--- src/rtl/dly_sched.sv ---
// Cycle-accurate scheduler for delayed register updates: each accepted (value, delay D)
// request is applied to out_data exactly D+1 clocks after acceptance, last-write-wins on ties.
module dly_sched #(
    parameter int               WIDTH     = 32,
    parameter int               DEPTH     = 4,
    parameter int               DLYW      = 8,
    parameter logic [WIDTH-1:0] RESET_VAL = '0
) (
    input  logic                           clk,
    input  logic                           rst_n,
    input  logic                           in_valid,
    output logic                           in_ready,
    input  logic [WIDTH-1:0]               in_data,
    input  logic [DLYW-1:0]                in_dly,
    input  logic                           flush,
    output logic [WIDTH-1:0]               out_data,
    output logic                           out_upd,
    output logic [$clog2(DEPTH+1)-1:0]     pending
);

    localparam int              PW   = $clog2(DEPTH + 1);
    localparam logic [PW-1:0]   FULL = PW'(DEPTH);

    logic [DEPTH-1:0] valid;
    logic [WIDTH-1:0] data [DEPTH];
    logic [DLYW-1:0]  rem  [DEPTH];
    logic [DLYW-1:0]  orig [DEPTH];

    logic [DEPTH-1:0] retire;
    logic [DEPTH-1:0] free_oh;
    logic             any_ret;
    logic [WIDTH-1:0] win_data;
    logic [DLYW-1:0]  win_orig;
    logic             accept;

    // Retirement scan: the co-expiring slot with the smallest original delay was issued last.
    // NOTE: every signal driven here gets a default before any condition, so no latch is inferred.
    always_comb begin
        retire   = '0;
        any_ret  = 1'b0;
        win_data = '0;
        win_orig = '1;
        for (int i = 0; i < DEPTH; i++) begin
            retire[i] = valid[i] && (rem[i] == '0);
            if (retire[i] && (!any_ret || orig[i] < win_orig)) begin
                win_orig = orig[i];
                win_data = data[i];
            end
            if (retire[i])
                any_ret = 1'b1;
        end
    end

    always_comb begin
        free_oh = '0;
        for (int i = 0; i < DEPTH; i++) begin
            if (!valid[i] && (free_oh == '0))
                free_oh[i] = 1'b1;
        end
    end

    always_comb begin
        pending = '0;
        for (int i = 0; i < DEPTH; i++)
            pending = pending + PW'(valid[i]);
    end

    assign in_ready = (pending < FULL) && !flush;
    assign accept   = in_valid && in_ready;

    // NOTE: state registers use non-blocking assignments so every slot samples pre-edge values.
    always_ff @(posedge clk or negedge rst_n) begin
        if (!rst_n) begin
            valid    <= '0;
            out_data <= RESET_VAL;
            out_upd  <= 1'b0;
        end else begin
            out_upd <= any_ret && !flush;
            if (any_ret && !flush)
                out_data <= win_data;
            if (flush) begin
                valid <= '0;
            end else begin
                for (int i = 0; i < DEPTH; i++) begin
                    if (retire[i])
                        valid[i] <= 1'b0;
                    else if (accept && free_oh[i])
                        valid[i] <= 1'b1;
                end
            end
        end
    end

    // NOTE: slot payload is qualified by valid, so it carries no reset.
    always_ff @(posedge clk) begin
        for (int i = 0; i < DEPTH; i++) begin
            if (accept && free_oh[i]) begin
                data[i] <= in_data;
                rem[i]  <= in_dly;
                orig[i] <= in_dly;
            end else if (valid[i] && (rem[i] != '0)) begin
                rem[i] <= rem[i] - 1'b1;
            end
        end
    end

endmodule
--- config.mk ---
export PLATFORM = sky130hd
export DESIGN_NAME = dly_sched
export DESIGN_NICKNAME = d
export VERILOG_FILES = /design/src/rtl/dly_sched.sv
export SDC_FILE = /design/constraint.sdc
export NUM_CORES = 1
export LEC_CHECK = 0
export CORE_MARGIN = 2
export CORE_UTILIZATION = 56
export DETAILED_ROUTE_END_ITERATION = 10
export GPL_ROUTABILITY_DRIVEN = 0
export PLACE_DENSITY = 0.81
export SKIP_LAST_GASP = 1
export SLEW_MARGIN = 20
export SYNTH_ARGS = -nofsm -noshare
export SYNTH_HDL_FRONTEND = slang
export SYNTH_SLANG_ARGS = --single-unit
--- constraint.sdc ---
create_clock -name clk -period 7.4 [get_ports clk]
set_clock_uncertainty 0.1 [all_clocks]
set_input_delay 1.48 -clock clk [delete_from_list [all_inputs] [get_ports clk]]
set_output_delay 1.48 -clock clk [all_outputs]
set_load 0.03 [all_outputs]
==> results of run 1 <==
through the flow:
stage	area (um2)	power, mW
after global routing	11800	2.70
after global placement	11000	1.55
after detailed placement	11000	1.56
after CTS	11700	2.65
final	11800	2.63
after floorplan	9960	1.50
per-layer routing:
layer	track usage (%)	up-vias
li1	-	2999
met1	30.5	3292
met2	41.9	310
met3	3.64	61
met4	9.79	2
met5	0	-
layout make-up:
cell class | count | area [um2] | share of cell area [%]
clock buffer | 29 | 618 | 5.23
timing repair buffer | 97 | 936 | 7.92
clock inverter | 13 | 100 | 0.847
tap | 225 | 282 | 2.38
inverter | 26 | 97.6 | 0.826
multi-input combinational | 451 | 3100 | 26.2
sequential | 229 | 6690 | 56.6
flip-flops by register name (all words and copies together), names as in the netlist:
| register | cells |
|---|---|
| out_data | 32 |
| rem | 32 |
| out_upd | 1 |
| orig | 32 |
| valid | 4 |
| data | 128 |
critical path: cells and delay by family, from the launching register on:
kind	cells	cell delay [ns]
muxes	2	0.54
and+or+nand+nor	8	1.76
AOI/OAI and AO/OA	12	2.61
adders and majority gates	3	0.88
buffers and inverters	2	0.49
DFF	1	0.43
cell families (layout without fill, tap and decap cells):
group | count (synthesis) | in the layout | share of synthesized area [%]
flip-flops | 229 | 229 | 67.2
AND/OR/NAND/NOR | 214 | 214 | 10.1
XOR/XNOR | 23 | 23 | 2.02
adder cells (fa/ha/maj) | 31 | 31 | 3.97
multiplexers | 12 | 12 | 1.32
buffers and inverters | 66 | 165 | 2.84
AO/OA/AOI/OAI | 170 | 171 | 12.6
worst max path at each step:
stage,startpoint,endpoint
after floorplan,rem[0][4]$_DFFE_PP_,out_data[11]$_DFFE_PN0P_
after global placement,rem[0][4]$_DFFE_PP_,out_data[17]$_DFFE_PN0P_
after detailed placement,rem[0][4]$_DFFE_PP_,out_data[17]$_DFFE_PN0P_
after CTS,rem[0][4]$_DFFE_PP_,out_data[28]$_DFFE_PN0P_
after global routing,rem[0][4]$_DFFE_PP_,out_data[17]$_DFFE_PN0P_
final,rem[0][4]$_DFFE_PP_,out_data[17]$_DFFE_PN0P_
Yosys cell counts, types with 4 or more instances:
cell type and number:
buf_6 4, nand4_1 4, buf_2 4, o21ai_0 35, edfxtp_1 192, nor2_1 31
mux2_1 9, nand3b_1 5, clkbuf_1 30, a21o_1 9, inv_1 26, nor3_1 5
dfrtp_1 37, ha_1 30, xnor2_1 11, nand2b_1 32, xor2_1 12, nand2_1 109
a32oi_1 31, o211ai_1 31, o2111ai_1 29, nand3_1 9, a21oi_1 16, nor2b_1 5
cells in the final DEF (no fill, tap or decap), types with 3 or more instances in the layout:
cell	n
xnor2_1	11
clkinvlp_4	3
ha_1	30
nand3_1	9
clkbuf_1	4
a21o_1	9
a21oi_1	13
clkinv_1	4
nand4_1	4
nand2b_1	32
clkdlybuf4s50_1	79
clkinv_2	3
nand3b_1	5
edfxtp_1	192
o21ai_0	33
a32oi_1	31
nor2_4	3
o2111ai_1	29
a211oi_1	3
clkbuf_16	23
nor2b_1	5
or3_1	3
mux2_1	9
buf_4	16
xor2_1	12
mux2i_1	3
nor3_1	5
dfrtp_1	37
nor2_1	29
o211ai_1	31
inv_1	25
o21ai_1	3
nand2_1	109
power by group:
part           leakage [nW]  switching, mW  internal (mW)  total (mW)
combinational          1.71         0.0583         0.0374      0.0957
sequential             2.26         0.0121           1.43        1.44
clock                 0.344          0.469          0.629        1.10
timing repair:
action	in CTS	in global routing
gates resized for setup	1	4
pin swaps	1	1
cloned	1	0
endpoints found under the setup margin	17	32
buffers inserted	2	3
==> results.toml, run 1 <==
[floorplan]
die-height_um = 137
dieArea_um2 = 18900
initial_utilization_pct = 57.4
core-area_um2 = 17400
rows = 48
io_pins = 81
die_w_um = 137

[detailed_routing]
ant_nets = 0
routed_via_density = 6.23
via_count = 6664
wl_per_cell_um = 21.2
post-route-drc-count = 0
highest-signal-layer = "met5"
wl_met2_um = 11500
wl_met1_um = 8860
dr_wl_met3_um = 1600
drtPass1Iterations = 8
drtIter0Drc = 492
routed_wl_um = 22700

[setup_path]
r2r_start = "rem[0][4]$_DFFE_PP_"
cpMostUsedCell = "a21o_1"
crit_required_ns = 7.64
cp-start-kind = "flop"
critical_path_arrival_ns = 7.24
r2r_cells = 27
cp_max_fo = 19
crit_path_top_delay_cell = "edfxtp_1"
max_stage_delay_ns = 0.43
r2r_slack_ns = 0.40
critPathKind = "reg2reg"
r2r-end = "out_data[17]$_DFFE_PN0P_"
end_kind = "flop"

[place]
dp_slack_ns = -0.112
hpwl_um = 12900
dpl.cell_count = 1021
portBuffers = 80

[cells_and_area]
area_growth_pct = 18.7
nNetsFinal = 903
n_fill_cell = 1171
drive_gt1_share_pct = 8.52
insertedDiodeCount = 0
final_util_pct = 68.1
instances_no_fill = 1070

[yosys]
ys_seq_area_share_pct = 67.2
synth_edf_count = 192
postSynthCellCount = 745
synthTopCellsByArea = "edfxtp_1 (58%), dfrtp_1 (9.3%), nand2_1 (4.1%)"
syn_area_um2 = 9960
async_flop_share_pct = 16.2
synth_area_leader_cell = "edfxtp_1"
syn_nets = 820
yosysTopAreaCellShare_pct = 57.9
ys_seq_elements = 229
yosysUniqueCellTypes = 51
yosysWarningCount = 0
synth_top_flop_cell = "edfxtp_1"
syn_avg_cell_area_um2 = 13.4

[sta]
whs_ns = 0.421
relSlewSlack_pct = 24.8
timing.final.crit_period_ns = 7.00
tightest_slew_ns = 1.13
finalSetupViolations = 0
fmax_ghz = 0.143
hold_violations = 0
finalSetupTns_ns = 0
finalCritPeriodShare_pct = 94.6
finalMaxSlewViolations = 0
layout_setup_ws_ns = 0.399

[power]
power.leakage_nw = 4.31
irDropWorstVdd_mv = 0.150
powerDensity_nw_per_um2 = 223

[clocking]
cts_buffer_depth = 3
cts_max_level = 1
cts_sinks = 229
cts_tree = "built"
clk_latency_ns = 0.51
cts_root_buf = "clkbuf_16"
cts_buffers = 23
path_clk_slew_ns = 0.06
cts_hold_buffers = 0

[min_path]
worstHoldStart = "out_data[11]$_DFFE_PN0P_"
min_path_cells = 2
worstHoldEndpoint = "out_data[11]$_DFFE_PN0P_"
hp-class = "reg2reg"

[grt]
grt-ovfl-total = 0
grt_pass1_wl_um = 34800
grt_pass1_vias = 6784
grt_max_degree = 96
grt_usage_pct = 24.2
grt_antenna_before_repair = 1

[run_status]
status = "completed"

[run]
cap_viol_max_count = 0
Power figures use the tool's default switching activity.
==> run 2: changes to the inputs <==
--- a/config.mk
+++ b/config.mk
@@ -11,7 +11,6 @@
 export GPL_ROUTABILITY_DRIVEN = 0
 export PLACE_DENSITY = 0.81
 export SKIP_LAST_GASP = 1
-export SLEW_MARGIN = 20
 export SYNTH_ARGS = -nofsm -noshare
 export SYNTH_HDL_FRONTEND = slang
 export SYNTH_SLANG_ARGS = --single-unit
==> results.toml, run 2 (synthesis gave the netlist of run 1 again) <==
[grt]
grt_pass1_wl_um = 34800
grt-ovfl-total = 0
grt_pass1_vias = 6784
grt_max_degree = 96
grt_antenna_before_repair = 1
grt_usage_pct = 24.2

[clocking]
cts_tree = "built"
cts_max_level = 1
cts_sinks = 229
cts_buffer_depth = 3
clk_latency_ns = 0.51
cts_buffers = 23
path_clk_slew_ns = 0.06
cts_root_buf = "clkbuf_16"

[place]
portBuffers = 80
hpwl_um = 12900
dp_slack_ns = -0.112
dpl.cell_count = 1021

[detailed_routing]
ant_nets = 0
via_count = 6674
routed_wl_um = 22800
post-route-drc-count = 0
drtIter0Drc = 429
wl_per_cell_um = 21.3
routed_via_density = 6.24
drtPass1Iterations = 5

[cells_and_area]
final_cell_mix = "edfxtp_1 (192), nand2_1 (109), clkdlybuf4s50_1 (79)"
n_fill_cell = 1175
top_register = "data"
nNetsFinal = 902
drive_gt1_share_pct = 8.41
final_common_cell = "edfxtp_1"
area_growth_pct = 18.5
insertedDiodeCount = 0
instances_no_fill = 1069
largest_reg_flops = 128

[sta]
fmax_ghz = 0.142
whs_ns = 0.422
relSlewSlack_pct = 20.3
tightest_slew_ns = 1.18
hold_violations = 0
finalSetupViolations = 0
finalCritPeriodShare_pct = 95.1
timing.final.crit_period_ns = 7.04
finalSetupTns_ns = 0
finalMaxSlewViolations = 0
layout_setup_ws_ns = 0.362

[power]
power.leakage_nw = 4.30
powerDensity_nw_per_um2 = 223
irDropWorstVdd_mv = 0.150
pwr-share-comb_pct = 3.6
seqPwrFrac_pct = 54.7
p_int_mw = 2.09
p_sw_share_pct = 20.5
p_clk_share_pct = 41.8
p_switching_uw = 540

[floorplan]
rows = 48
die_w_um = 137
die-height_um = 137
io_pins = 81
initial_utilization_pct = 57.4
dieArea_um2 = 18900
core-area_um2 = 17400

[setup_path]
r2r_start = "rem[0][4]$_DFFE_PP_"
critical_path_arrival_ns = 7.28
r2r_slack_ns = 0.36
crit_required_ns = 7.64
end_kind = "flop"
critPathKind = "reg2reg"
startpoint = "rem[0][4]$_DFFE_PP_"
cp-start-kind = "flop"
cp_max_fo = 19

[min_path]
worstHoldStart = "out_data[11]$_DFFE_PN0P_"
hp-class = "reg2reg"

[run]
cap_viol_max_count = 0

[run_status]
status = "completed"
-- run 2: changes by cell type in the layout (fill, tap and decap cells not counted) --
cell,previous run,this run
buf_12,1,0
o21ai_0,33,35
o21ai_1,3,1
-- run 2: power groups by stage --
stage | clock (mW) | combinational [mW] | sequential, mW
2_1_floorplan | 0 | 0.0342 | 1.46
3_3_place_gp | 0 | 0.0878 | 1.46
3_5_place_dp | 0 | 0.0928 | 1.46
4_1_cts | 1.11 | 0.0941 | 1.44
5_1_grt | 1.16 | 0.103 | 1.44
6_report | 1.10 | 0.0943 | 1.44
-- run 2: final timing paths --
| kind | depth (start not counted) | end |
|---|---|---|
| max | 27 | out_data[17]$_DFFE_PN0P_ |
| min | 2 | out_data[11]$_DFFE_PN0P_ |
| max reg2reg | 27 | out_data[17]$_DFFE_PN0P_ |
| min reg2reg | 2 | out_data[11]$_DFFE_PN0P_ |
| max in group asynchronous | 1 | valid[1]$_DFFE_PN0P_ |
| min in group asynchronous | 1 | valid[0]$_DFFE_PN0P_ |
-- run 2: layer usage --
metal	part of all wire (%)	GRT usage [%]
met4	3.0	9.79
met1	40	30.5
met3	6.7	3.64
met5	0.057	0
met2	51	41.9
-- run 2: cell type report --
cell class                      count  area [um2]  share of cell area (%)
Sequential cell                   229        6690                    56.7
Multi-Input combinational cell    451        3100                    26.2
Timing Repair Buffer               96         916                    7.76
Clock buffer                       29         618                    5.24
Tap cell                          225         282                    2.39
Clock inverter                     13         100                   0.848
Inverter                           26        97.6                   0.827
-- run 2: per-stage QoR --
| step | power, mW | area [um2] | utilization [%] |
|---|---|---|---|
| 2_1_floorplan | 1.50 | 9960 | - |
| 3_3_place_gp | 1.55 | 11000 | 63.3 |
| 3_5_place_dp | 1.56 | 11000 | 63.3 |
| 4_1_cts | 2.65 | 11700 | 67.7 |
| 5_1_grt | 2.70 | 11800 | 68.0 |
| 6_report | 2.63 | 11800 | 68.0 |
-- run 2: what timing repair did --
action                                  in CTS  in global routing
resized for setup                            1                  4
endpoints found under the setup margin      17                 32
pin swaps                                    1                  1
hold buffers                                 0                  0
cloned                                       1                  0
buffers inserted                             2                  3
-- run 2: worst max-delay path, stage by stage, from the launching register on --
cell      delay, ns
edfxtp_1       0.43
nor4_2         0.39
nand4_1        0.14
buf_4          0.19
nor2_1         0.14
ha_1           0.26
a21oi_1        0.14
a311o_1        0.28
a21o_1         0.19
nand2_1        0.25
o21ai_0        0.31
ha_1           0.31
a21oi_1        0.22
nor2b_1        0.23
nand2_1        0.14
or3_1          0.36
o31a_2         0.40
mux2_1         0.36
ha_1           0.30
a21o_1         0.16
a21o_1         0.17
a21o_1         0.19
o21bai_1       0.17
a21oi_2        0.34
a41oi_4        0.11
buf_4          0.28
mux2i_1        0.19
a21oi_1        0.09
==> run 3: changes to the inputs <==
--- a/config.mk
+++ b/config.mk
@@ -5,6 +5,7 @@
 export SDC_FILE = /design/constraint.sdc
 export NUM_CORES = 1
 export LEC_CHECK = 0
+export ABC_AREA = 1
 export CORE_MARGIN = 2
 export CORE_UTILIZATION = 56
 export DETAILED_ROUTE_END_ITERATION = 10
==> results.toml, run 3 <==
[sta]
tightest_slew_ns = 1.14
finalSetupViolations = 0
finalSetupTns_ns = 0
hold_violations = 0
rsz0062_at_grt = "false"
finalCritPeriodShare_pct = 89.7
relSlewSlack_pct = 23.7
fmax_ghz = 0.151
finalMaxSlewViolations = 0
timing.final.crit_period_ns = 6.64

[floorplan]
dieArea_um2 = 19200
die_w_um = 138
rows = 49
io_pins = 81
die-height_um = 138
core-area_um2 = 17800
initial_utilization_pct = 56.8

[cells_and_area]
top_register = "data"
largest_reg_flops = 128
drive_gt1_share_pct = 6.52
final_cell_mix = "nand2_1 (193), edfxtp_1 (192), nand3_1 (170)"
final_common_cell = "nand2_1"
area_growth_pct = 17.6
nNetsFinal = 1069
insertedDiodeCount = 0

[clocking]
cts_sinks = 229
cts_tree = "built"
cts_buffers = 24
cts_hold_buffers = 0
cts_buffer_depth = 3
cts_root_buf = "clkbuf_16"
path_clk_slew_ns = 0.06
cts_setup_buffers = 0
cts_max_level = 1
cts-resized-gates = 0
clk_latency_ns = 0.50

[power]
p_total_mw = 2.67
p_clk_share_pct = 42.8
powerDensity_nw_per_um2 = 225
irDropWorstVdd_mv = 0.203
p_sw_share_pct = 20.2
seqPwrFrac_pct = 53.7
power.leakage_nw = 4.91
p_switching_uw = 540
p_int_mw = 2.13
pwr-share-comb_pct = 3.4

[setup_path]
r2r_cells = 33
cpMostUsedCell = "nand2_1"
max_stage_delay_ns = 0.53
r2r-end = "out_data[26]$_DFFE_PN0P_"
critical_path_arrival_ns = 6.98
crit_required_ns = 7.74
r2r_start = "rem[0][1]$_DFFE_PP_"
r2r_slack_ns = 0.76
end_kind = "flop"
cp-start-kind = "flop"
critPathKind = "reg2reg"
cp_max_fo = 32
crit_path_top_delay_cell = "o21ai_0"

[yosys]
yosysUniqueCellTypes = 32
syn_avg_cell_area_um2 = 11.1
yosysWarningCount = 0
synthTopCellsByArea = "edfxtp_1 (57%), dfrtp_1 (9.1%), nand3_1 (8.4%)"
syn_nets = 991
synth_edf_count = 192
async_flop_share_pct = 16.2
synth_top_flop_cell = "edfxtp_1"
synthTopCellsByCount = "nand2_1 (193), edfxtp_1 (192), nand3_1 (170), inv_1 (76), o21ai_0 (73)"
postSynthCellCount = 916
synth_area_leader_cell = "edfxtp_1"
synth_most_common_cell = "nand2_1"
syn_area_um2 = 10100
yosysTopAreaCellShare_pct = 56.9
ys_seq_elements = 229
ys_seq_area_share_pct = 66.1

[grt]
grt-ovfl-total = 0
grt_usage_pct = 24.1
grt_pass1_wl_um = 36800
grt_max_degree = 42
grt_pass1_vias = 7265
grt_antenna_before_repair = 0

[min_path]
worstHoldStart = "out_data[3]$_DFFE_PN0P_"
worstHoldEndpoint = "out_data[3]$_DFFE_PN0P_"
hp-class = "reg2reg"
min_path_cells = 2

[detailed_routing]
routed_wl_um = 22800
drtPass1Iterations = 7
routed_via_density = 5.76
post-route-drc-count = 0
drtIter0Drc = 580
wl_per_cell_um = 18.3
ant_nets = 0
via_count = 7145

[run]
cap_viol_max_count = 0

[place]
hpwl_um = 13400
portBuffers = 80

[run_status]
status = "completed"
[run 3: cell types whose count changed after synthesis, sizes merged, moves of 30 or more]
cell / delta
o21ai: +37
nand2b: -32
inv: +51
o211ai: -31
nand2: +89
nand3: +162
o2111ai: -30
a32oi: -31
[run 3: kinds of logic after synthesis]
group / after synthesis / share of synthesized area, %
and+or+nand+nor: 425 / 18.9
DFF: 229 / 66.1
buffers and inverters: 118 / 4.65
AOI/OAI and AO/OA: 95 / 4.93
adders and majority gates: 31 / 3.91
xor gates and xnor gates: 18 / 1.56
[run 3: final cells by class]
class                      count  area, um2
clock inverter                11       78.8
multi-input combinational    569       2990
inverter                      77        289
sequential                   229       6690
clock buffer                  33        676
fill                        1317       5940
timing repair buffer          93        893
tap                          229        287
[run 3: per-stage QoR]
step / hold WS [ns] / worst slack (ns) / instance area [um2] / util [%] / instances
final: 0.376 / 0.761 / 11900 / 66.7 / 1241
after global routing: 0.392 / 0.167 / 11900 / 66.7 / 1241
after CTS: 0.381 / 0.768 / 11900 / 66.7 / 1241
after detailed placement: 0.365 / 0.950 / 11100 / 62.5 / 1197
after global placement: 0.361 / 1.46 / 11100 / 62.5 / 1197
after floorplan: 0.443 / 0.136 / 10100 / - / 916
[run 3: power groups by stage]
stage          registers [mW]  clock network, mW  logic, mW
6_report                 1.44               1.15     0.0920
5_1_grt                  1.44               1.21      0.101
4_1_cts                  1.44               1.16     0.0927
3_5_place_dp             1.46                  0     0.0918
3_3_place_gp             1.46                  0     0.0884
2_1_floorplan            1.46                  0     0.0358
[run 3: metal layers]
layer / global-route usage, % / wire, um
met1: 31.0 / 8860
met2: 43.1 / 11600
met3: 3.53 / 1710
met4: 6.50 / 534
met5: 0 / 0
[run 3: worst max-delay path, delay by kind of cell, from the launching register on]
family                   cells  cell delay, ns
buffers and inverters        3            0.53
flip-flops                   1            0.40
AO/OA/AOI/OAI                7            1.54
AND/OR/NAND/NOR             19            2.95
adder cells (fa/ha/maj)      4            1.04
[run 3: how the worst max path moves through the flow]
stage / start / to / slack [ns]
2_1_floorplan: valid[0]$_DFFE_PN0P_ / rem[3][0]$_DFFE_PP_ / 0.14
3_3_place_gp: rem[0][0]$_DFFE_PP_ / out_data[29]$_DFFE_PN0P_ / 1.46
3_5_place_dp: rem[0][0]$_DFFE_PP_ / out_data[30]$_DFFE_PN0P_ / 0.95
4_1_cts: rem[0][1]$_DFFE_PP_ / out_data[26]$_DFFE_PN0P_ / 0.77
5_1_grt: rem[0][1]$_DFFE_PP_ / out_data[26]$_DFFE_PN0P_ / 0.17
6_report: rem[0][1]$_DFFE_PP_ / out_data[26]$_DFFE_PN0P_ / 0.76
